### src/rtl/uart_rx_fifo_if.sv
// uart_rx_fifo_if
// Bundles the two handshakes of the receive buffer:
//   receiver side : rx_data, rx_full (from the UART receiver), ack (back to it)
//   CPU side      : rd_data, rd_valid, rd_strobe (first-word-fall-through pop)
//   status        : level, half_full, overflow, clear_overflow
// Modports:
//   slave  - the FIFO itself (consumes rx_*/rd_strobe, produces status/data)
//   master - the surrounding logic (receiver + CPU-side reader)
interface uart_rx_fifo_if #(
  parameter int DEPTH_LOG2 = 4
);
  logic [7:0]          rx_data;
  logic                rx_full;
  logic                ack;
  logic [7:0]          rd_data;
  logic                rd_valid;
  logic                rd_strobe;
  logic [DEPTH_LOG2:0] level;
  logic                half_full;
  logic                overflow;
  logic                clear_overflow;

  modport slave (
    input  rx_data,
    input  rx_full,
    output ack,
    output rd_data,
    output rd_valid,
    input  rd_strobe,
    output level,
    output half_full,
    output overflow,
    input  clear_overflow
  );

  modport master (
    output rx_data,
    output rx_full,
    input  ack,
    input  rd_data,
    input  rd_valid,
    output rd_strobe,
    input  level,
    input  half_full,
    input  overflow,
    output clear_overflow
  );
endinterface

### src/rtl/uart_rx_fifo.sv
// uart_rx_fifo
// Receive-side byte buffer behind the UART receiver. Each byte offered on
// rx_data/rx_full is acknowledged exactly once and stored in a 2^DEPTH_LOG2
// entry FIFO; the CPU side sees a first-word-fall-through read port.
// When the FIFO is full (and not popping in the same cycle) the byte is
// still acknowledged but dropped, and the sticky overflow flag is set.
// Ports:
//   clock   - single clock, same domain as the UART receiver
//   reset_n - asynchronous active-low reset
//   bus     - uart_rx_fifo_if.slave (receiver handshake, read port, status)
module uart_rx_fifo #(
  parameter int DEPTH_LOG2 = 4
) (
  input  logic           clock,
  input  logic           reset_n,
  uart_rx_fifo_if.slave  bus
);

  localparam int DEPTH = 1 << DEPTH_LOG2;
  localparam int LW    = DEPTH_LOG2 + 1;
  localparam logic [LW-1:0] FULL_LEVEL = LW'(DEPTH);
  localparam logic [LW-1:0] HALF_LEVEL = LW'(DEPTH / 2);

  typedef enum logic {
    IDLE,
    WAIT_CLEAR
  } state_t;

  state_t                state_reg, state_next;
  logic                  ack_reg, ack_next;
  logic                  capture;

  logic [7:0]            mem_reg [DEPTH];
  logic [DEPTH_LOG2-1:0] wr_ptr_reg;
  logic [DEPTH_LOG2-1:0] rd_ptr_reg;
  logic [LW-1:0]         level_reg, level_next;
  logic                  rd_valid_reg;
  logic                  half_full_reg;
  logic                  overflow_reg, overflow_next;

  logic                  pop;
  logic                  accept;
  logic                  drop;

  // ---------------------------------------------------------------------
  // Capture FSM: one capture per rx_full assertion. WAIT_CLEAR holds off
  // until the receiver has dropped rx_full, so a slow-to-clear byte is
  // never taken twice.
  // ---------------------------------------------------------------------
  always_ff @(posedge clock or negedge reset_n) begin
    if (!reset_n) begin
      state_reg <= IDLE;
      ack_reg   <= 1'b0;
    end else begin
      state_reg <= state_next;
      ack_reg   <= ack_next;
    end
  end

  always_comb begin
    state_next = state_reg;
    ack_next   = 1'b0;
    capture    = 1'b0;
    case (state_reg)
      IDLE: begin
        if (bus.rx_full) begin
          capture    = 1'b1;
          ack_next   = 1'b1;
          state_next = WAIT_CLEAR;
        end
      end
      WAIT_CLEAR: begin
        if (!bus.rx_full) begin
          state_next = IDLE;
        end
      end
      default: state_next = IDLE;
    endcase
  end

  // ---------------------------------------------------------------------
  // FIFO control. A pop in the same cycle frees the slot a full FIFO
  // needs, so full+pop still accepts the incoming byte.
  // ---------------------------------------------------------------------
  always_comb begin
    pop    = bus.rd_strobe && (level_reg != '0);
    accept = capture && ((level_reg != FULL_LEVEL) || pop);
    drop   = capture && !accept;

    level_next = level_reg;
    if (accept && !pop) begin
      level_next = level_reg + LW'(1);
    end else if (!accept && pop) begin
      level_next = level_reg - LW'(1);
    end

    // A drop in the same cycle as a clear request must leave the flag set.
    overflow_next = overflow_reg;
    if (drop) begin
      overflow_next = 1'b1;
    end else if (bus.clear_overflow) begin
      overflow_next = 1'b0;
    end
  end

  // Storage is cleared on reset so rd_data reads 0 while empty after reset.
  always_ff @(posedge clock or negedge reset_n) begin
    if (!reset_n) begin
      for (int i = 0; i < DEPTH; i++) begin
        mem_reg[i] <= 8'h00;
      end
    end else if (accept) begin
      mem_reg[wr_ptr_reg] <= bus.rx_data;
    end
  end

  always_ff @(posedge clock or negedge reset_n) begin
    if (!reset_n) begin
      wr_ptr_reg    <= '0;
      rd_ptr_reg    <= '0;
      level_reg     <= '0;
      rd_valid_reg  <= 1'b0;
      half_full_reg <= 1'b0;
      overflow_reg  <= 1'b0;
    end else begin
      if (accept) begin
        wr_ptr_reg <= wr_ptr_reg + DEPTH_LOG2'(1);
      end
      if (pop) begin
        rd_ptr_reg <= rd_ptr_reg + DEPTH_LOG2'(1);
      end
      level_reg     <= level_next;
      // Flags are derived from the next level so they stay in step with it.
      rd_valid_reg  <= (level_next != '0);
      half_full_reg <= (level_next >= HALF_LEVEL);
      overflow_reg  <= overflow_next;
    end
  end

  assign bus.ack       = ack_reg;
  assign bus.rd_data   = mem_reg[rd_ptr_reg];
  assign bus.rd_valid  = rd_valid_reg;
  assign bus.level     = level_reg;
  assign bus.half_full = half_full_reg;
  assign bus.overflow  = overflow_reg;

endmodule

### src/flat_wrapper.sv
// flat-port wrapper written by rule: the top's interface ports become plain ports
module uart_rx_fifo_flat 
#(
  parameter int DEPTH_LOG2 = 4
)
  (clock, reset_n, bus_rx_data, bus_rx_full, bus_ack, bus_rd_data, bus_rd_valid, bus_rd_strobe, bus_level, bus_half_full, bus_overflow, bus_clear_overflow);
  uart_rx_fifo_if #(.DEPTH_LOG2(DEPTH_LOG2)) bus_i ();
  input  logic clock;
  input  logic reset_n;
  input wire logic [$bits(bus_i.rx_data)-1:0] bus_rx_data;
  input wire logic [$bits(bus_i.rx_full)-1:0] bus_rx_full;
  output wire logic [$bits(bus_i.ack)-1:0] bus_ack;
  output wire logic [$bits(bus_i.rd_data)-1:0] bus_rd_data;
  output wire logic [$bits(bus_i.rd_valid)-1:0] bus_rd_valid;
  input wire logic [$bits(bus_i.rd_strobe)-1:0] bus_rd_strobe;
  output wire logic [$bits(bus_i.level)-1:0] bus_level;
  output wire logic [$bits(bus_i.half_full)-1:0] bus_half_full;
  output wire logic [$bits(bus_i.overflow)-1:0] bus_overflow;
  input wire logic [$bits(bus_i.clear_overflow)-1:0] bus_clear_overflow;
  assign bus_i.rx_data = bus_rx_data;
  assign bus_i.rx_full = bus_rx_full;
  assign bus_ack = bus_i.ack;
  assign bus_rd_data = bus_i.rd_data;
  assign bus_rd_valid = bus_i.rd_valid;
  assign bus_i.rd_strobe = bus_rd_strobe;
  assign bus_level = bus_i.level;
  assign bus_half_full = bus_i.half_full;
  assign bus_overflow = bus_i.overflow;
  assign bus_i.clear_overflow = bus_clear_overflow;
  uart_rx_fifo #(.DEPTH_LOG2(DEPTH_LOG2)) u_core (.clock(clock), .reset_n(reset_n), .bus(bus_i));
endmodule
### config.mk
export PLATFORM = sky130hd
export DESIGN_NAME = uart_rx_fifo_flat
export DESIGN_NICKNAME = d
export VERILOG_FILES = /design/src/rtl/uart_rx_fifo_if.sv /design/src/rtl/uart_rx_fifo.sv /design/src/flat_wrapper.sv
export SDC_FILE = /design/constraint.sdc
export NUM_CORES = 1
export LEC_CHECK = 0
export ABC_AREA = 1
export ABC_CLOCK_PERIOD_IN_PS = 5100
export CORE_MARGIN = 2
export CORE_UTILIZATION = 45
export DETAILED_ROUTE_END_ITERATION = 8
export DONT_BUFFER_PORTS = 1
export PLACE_DENSITY = 0.66
export SLEW_MARGIN = 15
export SYNTH_ARGS = -nofsm -noshare
export SYNTH_HDL_FRONTEND = slang
export SYNTH_SLANG_ARGS = --single-unit
### constraint.sdc
create_clock -name clock -period 5.1 [get_ports clock]
set_input_delay 1.02 -clock clock [delete_from_list [all_inputs] [get_ports clock]]
set_output_delay 1.02 -clock clock [all_outputs]
set_load 0.05 [all_outputs]
-- Word level (Yosys, flattened, before mapping)
Index checks and enable logic that the tools add are counted.
- bits in registers: 146
- latch bits: 0
- bits in writable memories: 0
- bits in read-only memories: 0
- bits of input ports: 13
- output and inout bits: 17
- word-level logic and storage cells: 59
- memories kept: 0
- $add $sub $neg: 4
- multiply operators: 0
- divide/modulo/power cells: 0
- order comparisons: 4
- eq/ne operators: 1
- shifts and indexed selects: 0
- muxes and demuxes: 12
- bitwise logic cells: 2
- reduce and logical (&&, ||, !) cells: 12
- operators with widths (operator ; count):
    bitwise mux 128 bit ; 1
    binary-select mux 8 bit (select 4 bit) ; 1
    demux 8 bit (select 4 bit) ; 1
    two-way mux 8 bit ; 3
    greater-or-equal comparator 5 bit, second input constant ; 2
    two-way mux 5 bit ; 2
    inverter 4 -> 5 bit ; 2
    nonzero test 5 bit ; 2
    adder 4 x 1 -> 4 bit, second input constant ; 2
    logical AND 1 bit ; 6
    adder 5 x 1 -> 5 bit, second input constant ; 1
    greater-or-equal comparator 5 x 4 -> 1 bit, second input constant ; 1
    < comparator 5 x 1 -> 1 bit, second input constant ; 1
    inequality test 5 bit, second input constant ; 1
    subtractor 5 x 1 -> 5 bit, second input constant ; 1
    two-way mux 1 bit ; 4
    logical NOT 1 bit ; 2
    nonzero test 2 bit ; 1
    logical OR 1 bit ; 1

-- Logic depth before layout (Yosys ltp)
Gate-level depths: netlist of run 1.
- depth after elaboration: 9
- mapped depth: 11
- gate-level depth less buffers: 11

-- Worst setup path after synthesis of run 1
Ideal clock, no wire load.
- path type: register to output
- start point: register u_core.rd_ptr_reg[0]
- end point: output port bus_rd_data[3]
- arrival time: 1.740 ns
- path slack: 2.340 ns
- stages on the path, launching flop included: 9
- path buffers: 3
- path through: dfrtp_1 > buf_2 > inv_1 > buf_2 > buf_1 > nor2_1 > o211ai_1 > o211ai_1 > nand2_1
- word-level cells in the longest chain between the ends: 4
- RTL lines (what ; line ; RTL):
    start: declaration ; uart_rx_fifo.sv:35 ; logic [DEPTH_LOG2-1:0] rd_ptr_reg;
    start signal: assignment ; uart_rx_fifo.sv:130 ; rd_ptr_reg <= rd_ptr_reg + DEPTH_LOG2'(1);
    inverter 4 -> 5 bit (not written as such) ; uart_rx_fifo.sv:141 ; assign bus.rd_data = mem_reg[rd_ptr_reg];
    binary-select mux 8 bit (select 4 bit) ; uart_rx_fifo.sv:141 ;
    two-way mux 8 bit (not written as such) (2 in series) ; uart_rx_fifo.sv:141 ;
    end: declaration ; flat_wrapper.sv:13 ; output wire logic [$bits(bus_i.rd_data)-1:0] bus_rd_data;
No other way between the ends. The select of a mux whose other input is x is not followed.

-- Worst setup path in the final report of run 1
- start point: register u_core.rd_ptr_reg[1]
- end point: output port bus_rd_data[5]
Same word-level chain as after synthesis.

==> results of run 1 <==
==> placed cells by master (no fill, tap or decap) <==
cell type	instances
clkbuf_16	17
nor2_1	104
inv_1	27
dfrtp_2	1
nand2_2	1
dfrtp_1	145
o21ai_1	5
xor2_1	10
o21ai_0	199
nand3_1	19
ha_1	8
clkinv_2	2
o211ai_1	33
nand2_1	172
bufinv_16	5
o22ai_1	1
buf_4	5
clkinvlp_4	2
nand3_4	7
nor2_2	1
clkbuf_1	2
clkinv_1	1
clkbuf_8	4
nor2_4	1
nand4_1	7
inv_2	2
==> routing by layer <==
layer	track usage, %	share of wire [%]	vias up
li1	-	-	2594
met1	28.44	45	2632
met2	35.96	48	140
met3	6.073	5.6	30
met4	7.175	2.0	0
met5	0	0	-
==> how the worst min path moves through the flow <==
| stage | endpoint | from | slack [ns] |
|---|---|---|---|
| after global routing | u_core.bus.level[0] | reset_n | 0.28 |
| after global placement | u_core.bus.ack | u_core.state_reg | 0.45 |
| after floorplan | u_core.bus.ack | u_core.state_reg | 0.43 |
| final | u_core.bus.level[0] | reset_n | 0.29 |
| after CTS | u_core.bus.level[0] | reset_n | 0.28 |
| after detailed placement | u_core.mem_reg[93] | u_core.mem_reg[93] | 0.47 |
==> report_power, final <==
| part | internal [mW] | switching (mW) |
|---|---|---|
| registers | 1.67 | 0.511 |
| clock network | 0.919 | 0.461 |
| logic | 0.605 | 1.30 |
| total | 3.20 | 2.27 |
==> through the flow <==
stage / cell area (um^2) / std cells / total power, mW / utilization [%] / worst slack [ns]
4_1_cts: 7482 / 965 / 5.476 / 51.09 / 1.451
3_5_place_dp: 6819 / 933 / 4.081 / 46.57 / 1.919
3_3_place_gp: 6819 / 933 / 4.013 / 46.57 / 1.946
6_report: 7482 / 965 / 5.468 / 51.09 / 1.360
5_1_grt: 7482 / 965 / 5.876 / 51.09 / 1.206
2_1_floorplan: 6787 / 796 / 3.622 / - / 2.340
==> critical path, stage by stage (launching register included) <==
cell	delay (ns)
dfrtp_2	1.12
o21ai_0	0.26
o211ai_1	0.27
nand3_1	0.20
nand2_1	0.44
==> logic make-up after synthesis <==
| kind of cell | synth area share [%] |
|---|---|
| xor gates and xnor gates | 1.291 |
| adders and majority gates | 1.475 |
| and+or+nand+nor | 19.47 |
| DFF | 53.83 |
| AOI/OAI and AO/OA | 18.79 |
| buffers and inverters | 5.144 |
==> area by class of cell <==
class,instances,area (um^2),share of cell area [%]
clock buffers,23,488.0,6.522
well taps,184,230.2,3.077
repair buffers,5,37.54,0.5017
flip-flops and latches,146,3655,48.85
inverters,30,112.6,1.505
clock inverters,9,175.2,2.341
multi-input cells,568,2784,37.21
==> impl_metrics.env, run 1 <==
export IMPL_hp_class="primary input to asynchronous set/reset pin"
export IMPL_coreArea_um2=14640
export IMPL_synth_nets=817
export IMPL_yosys_area_top_type="dfrtp_1"
export IMPL_period_needed_ns=3.740
export IMPL_worst_slew_pin_slew_ns=1.136
export IMPL_grt_start_max_net_pins=147
export IMPL_synth_edff_count=0
export IMPL_dieWidth_um=126.8
export IMPL_slew_headroom_pct=24.29
export IMPL_drc=0
export IMPL_ys_seq_area_share_pct=53.83
export IMPL_synth_cells=796
export IMPL_place_hpwl_um=10420
export IMPL_die_area_um2=16080
export IMPL_reg2reg_slack_ns=2.14
export IMPL_final_nets=789
export IMPL_diodes=0
export IMPL_skew_ns=0.005744
export IMPL_syn_area_um2=6787
export IMPL_drt_iter0_drc=458
export IMPL_r2r_end="u_core.mem_reg[17]"
export IMPL_crit_start="u_core.rd_ptr_reg[1]"
export IMPL_worst_setup_path_end_kind="output pin"
export IMPL_maxCapViolCount=0
export IMPL_endpoint="bus_rd_data[5]"
export IMPL_h_tree_depth=4
export IMPL_routed_wl_um=16610
export IMPL_core_rowCount=44
export IMPL_netlist_top_cells_area="dfrtp_1 54%, o21ai_0 15%, nand2_1 9.5%"
export IMPL_vias=5396
export IMPL_area_delta_synth_final_pct=10.25
export IMPL_place_congestion=0.8464
export IMPL_drv_slew=0
export IMPL_drive_above_1_share_pct=6.146
export IMPL_grt_overflow=0
export IMPL_grt_pass1_vias=5305
export IMPL_ys_top_cells_by_count="199 x o21ai_0, 172 x nand2_1, 146 x dfrtp_1, 104 x nor2_1, 33 x o211ai_1"
export IMPL_largest_register_ffs=128
export IMPL_cts_hold_repair_buffers=0
export IMPL_arrival_ns=2.72
export IMPL_via_per_inst=5.592
export IMPL_avgRoutedWirePerCell_um=17.21
export IMPL_ctsResizeCount=0
export IMPL_fin_tns_setup_ns=0
export IMPL_max_freq_ghz=0.2674
export IMPL_ys_flop_type="dfrtp_1"
export IMPL_cts_buffers_inserted=17
export IMPL_grt_pass1_wl_um=27540
export IMPL_r2r_start="u_core.bus.level[0]"
export IMPL_clock_latency_ns=0.42
export IMPL_start_util_pct=46.34
export IMPL_min_period_over_period_pct=73.34
export IMPL_worstPathRequired_ns=4.08
export IMPL_path_class="register to output pin"
export IMPL_outcome="finished, final reports clean"
export IMPL_vdd_drop_max_v=0.0004229
export IMPL_antenna_found_initial=0
export IMPL_netlist_area_leader_share_pct=53.83
export IMPL_ys_seq_elements=146
export IMPL_grtUsageTotal_pct=21.95
export IMPL_rsz0062_at_grt="no"
export IMPL_drtPass1Iterations=8
export IMPL_setup_viol=0
export IMPL_yosysWarnings=0
export IMPL_clockRootBuffer="clkbuf_16"
export IMPL_fill_cells=1378
export IMPL_hold_viol=0
export IMPL_portBuffers=0
export IMPL_async_reset_ff_share_pct=100.0
export IMPL_yosysMostFrequentCell="o21ai_0"
export IMPL_cts_tree="built"
export IMPL_clk_pin_slew_ns=0.06
export IMPL_holdWs_ns=0.2947
export IMPL_cp_max_fo=67
export IMPL_post_cts_buffers=0
export IMPL_cts_max_path_buffers=2
export IMPL_startpoint_type="register"
export IMPL_p_per_area_nw_per_um2=730.8
export IMPL_yosys_cell_types_count=23
export IMPL_cts_sinks=146
export IMPL_synth_avg_cell_area_um2=8.526
export IMPL_ios=30
export IMPL_leakage_nw=3.408
export IMPL_ff2ff_path_depth=7
export IMPL_die_y_um=126.8
export IMPL_ant_nets=0
No activity file was read; power rests on OpenSTA's default activity.
==> run 2: changes to the inputs <==
--- a/config.mk
+++ b/config.mk
@@ -6,12 +6,12 @@
 export NUM_CORES = 1
 export LEC_CHECK = 0
 export ABC_AREA = 1
-export ABC_CLOCK_PERIOD_IN_PS = 5100
+export ABC_CLOCK_PERIOD_IN_PS = 3030
 export CORE_MARGIN = 2
 export CORE_UTILIZATION = 45
 export DETAILED_ROUTE_END_ITERATION = 8
 export DONT_BUFFER_PORTS = 1
-export PLACE_DENSITY = 0.66
+export PLACE_DENSITY = 0.68
 export SLEW_MARGIN = 15
 export SYNTH_ARGS = -nofsm -noshare
 export SYNTH_HDL_FRONTEND = slang
==> constraint.sdc (replaced) <==
create_clock -name clock -period 3.03 [get_ports clock]
set_input_delay 0.606 -clock clock [delete_from_list [all_inputs] [get_ports clock]]
set_output_delay 0.606 -clock clock [all_outputs]
set_load 0.05 [all_outputs]
==> run 2 against run 1 <==
The flow now finishes with violations (negative hold slack). Register-to-register slack got worse by 1.6 ns. First-iteration DRC count increased by 9.6%. Sequential share of layout area decreased by 0.51 points. Cell count increased by 1.5%. Power increased by 69%. Clock power increased by 52%.
==> impl_metrics.env, run 2 (synthesis gave the netlist of run 1 again) <==
export IMPL_crit_slowest_cell="dfrtp_1"
export IMPL_setup_viol=0
export IMPL_final_cell_mix="199 x o21ai_0, 172 x nand2_1, 145 x dfrtp_1, 104 x nor2_1, 33 x o211ai_1"
export IMPL_worstPathRequired_ns=2.42
export IMPL_violations="negative hold slack"
export IMPL_path_class="register to output pin"
export IMPL_grt_pass1_vias=5359
export IMPL_place_ws_ns=0.4922
export IMPL_portBuffers=0
export IMPL_place_hpwl_um=10360
export IMPL_cts_max_path_buffers=2
export IMPL_fill_cells=1363
export IMPL_top_layer_used="met4"
export IMPL_cp_num_buf_inv=3
export IMPL_rsz0062_at_grt="no"
export IMPL_fin_tns_setup_ns=0
export IMPL_ant_nets=0
export IMPL_drive_above_1_share_pct=8.050
export IMPL_drv_slew=0
export IMPL_place_congestion=0.8341
export IMPL_clk_pin_slew_ns=0.06
export IMPL_routed_wl_um=16380
export IMPL_period_needed_ns=2.844
export IMPL_area_delta_synth_final_pct=11.41
export IMPL_holdWs_ns=-0.1179
export IMPL_max_freq_ghz=0.3516
export IMPL_core_rowCount=44
export IMPL_arrival_ns=2.24
export IMPL_dpl_cell_count=947
export IMPL_ios=30
export IMPL_final_common_cell="o21ai_0"
export IMPL_worst_slew_pin_slew_ns=0.6818
export IMPL_fin_area_um2=7561
export IMPL_wl_met2_um=7793
export IMPL_largest_register_ffs=128
export IMPL_grt_pass1_wl_um=28040
export IMPL_maxCapViolCount=0
export IMPL_h_tree_depth=4
export IMPL_antenna_found_initial=0
export IMPL_via_per_inst=5.614
export IMPL_dieWidth_um=126.8
export IMPL_drtPass1Iterations=6
export IMPL_start_util_pct=46.34
export IMPL_cts_buffers_inserted=17
export IMPL_r2r_start="u_core.bus.level[0]"
export IMPL_startpoint_type="register"
export IMPL_dr_wl_met3_um=886
export IMPL_cts_tree="built"
export IMPL_cpPeakStageDelay_ns=0.38
export IMPL_drt_iter0_drc=502
export IMPL_outcome="finished with violations"
export IMPL_timing_final_ws_setup_ns=0.1860
export IMPL_clockRootBuffer="clkbuf_16"
export IMPL_coreArea_um2=14640
export IMPL_vdd_drop_max_v=0.001065
export IMPL_final_nets=803
export IMPL_min_period_over_period_pct=93.86
export IMPL_crit_chain="inv_2, buf_12, nor2_1, nor2_1, o21ai_0, o211ai_1, o211ai_1, nand2_1, buf_4"
export IMPL_hp_class="primary input to asynchronous set/reset pin"
export IMPL_p_per_area_nw_per_um2=1225
export IMPL_crit_start="u_core.rd_ptr_reg[0]"
export IMPL_leakage_nw=3.466
export IMPL_worst_setup_path_end_kind="output pin"
export IMPL_placed_area_um2=6962
export IMPL_grt_overflow=0
export IMPL_die_area_um2=16080
export IMPL_drc=0
export IMPL_clock_latency_ns=0.42
export IMPL_hold_viol=146
export IMPL_skew_ns=0.006147
export IMPL_vias=5496
export IMPL_slew_headroom_pct=54.54
export IMPL_finalNonFillerCells=979
export IMPL_cts_sinks=146
export IMPL_critPathTopFamily="buffers and inverters"
export IMPL_diodes=0
export IMPL_grtUsageTotal_pct=22.14
export IMPL_met1_length_um=7429
export IMPL_grt_start_max_net_pins=147
export IMPL_cp_max_fo=35
export IMPL_avgRoutedWirePerCell_um=16.73
export IMPL_die_y_um=126.8
-- run 2: changes by cell type in the layout (fill, tap and decap cells not counted) --
cell,delta
bufinv_16,-3
clkbuf_8,+1
clkbuf_1,-2
buf_12,+3
buf_4,+11
clkinv_2,+4
-- run 2: final timing paths --
path | endpoint | slack (ns) | cells past startpoint
min | u_core.bus.level[1] | -0.12 | 0
max in group asynchronous | u_core.mem_reg[21] | 2.94 | 0
max reg2reg | u_core.mem_reg[52] | 0.55 | 7
min in group clock | u_core.state_reg | 0.21 | 0
min reg2reg | u_core.bus.ack | 0.47 | 1
max | bus_rd_data[1] | 0.19 | 9
-- run 2: timing repair --
item | CTS | global route
resized for setup | 0 | 0
hold endpoints to repair | 146 | 146
setup buffers | 0 | 0
-- run 2: per-layer routing --
layer	global-route usage [%]	vias up
met2	35.36	170
met3	4.260	22
met5	0	-
li1	-	2620
met1	30.75	2684
met4	7.175	0
-- run 2: metrics by stage --
step,power (mW),util (%)
floorplan,6.096,-
global placement,7.034,47.54
detailed placement,7.156,47.54
CTS,9.262,51.63
global route,9.962,51.63
finish,9.258,51.63
-- run 2: cell type report --
| type | instances | area [um^2] | area share [%] |
|---|---|---|---|
| clock inverters | 10 | 105.1 | 1.390 |
| inverters | 30 | 112.6 | 1.489 |
| multi-input cells | 568 | 2784 | 36.82 |
| clock buffers | 22 | 494.2 | 6.536 |
| flip-flops and latches | 146 | 3655 | 48.34 |
| well taps | 184 | 230.2 | 3.045 |
| repair buffers | 19 | 180.2 | 2.383 |
-- run 2: where the power goes --
group	switching, mW	total, mW	internal [mW]
Combinational	2.35	3.62	1.26
Clock	0.784	2.10	1.31
Sequential	0.730	3.55	2.82
Total	3.87	9.26	5.39
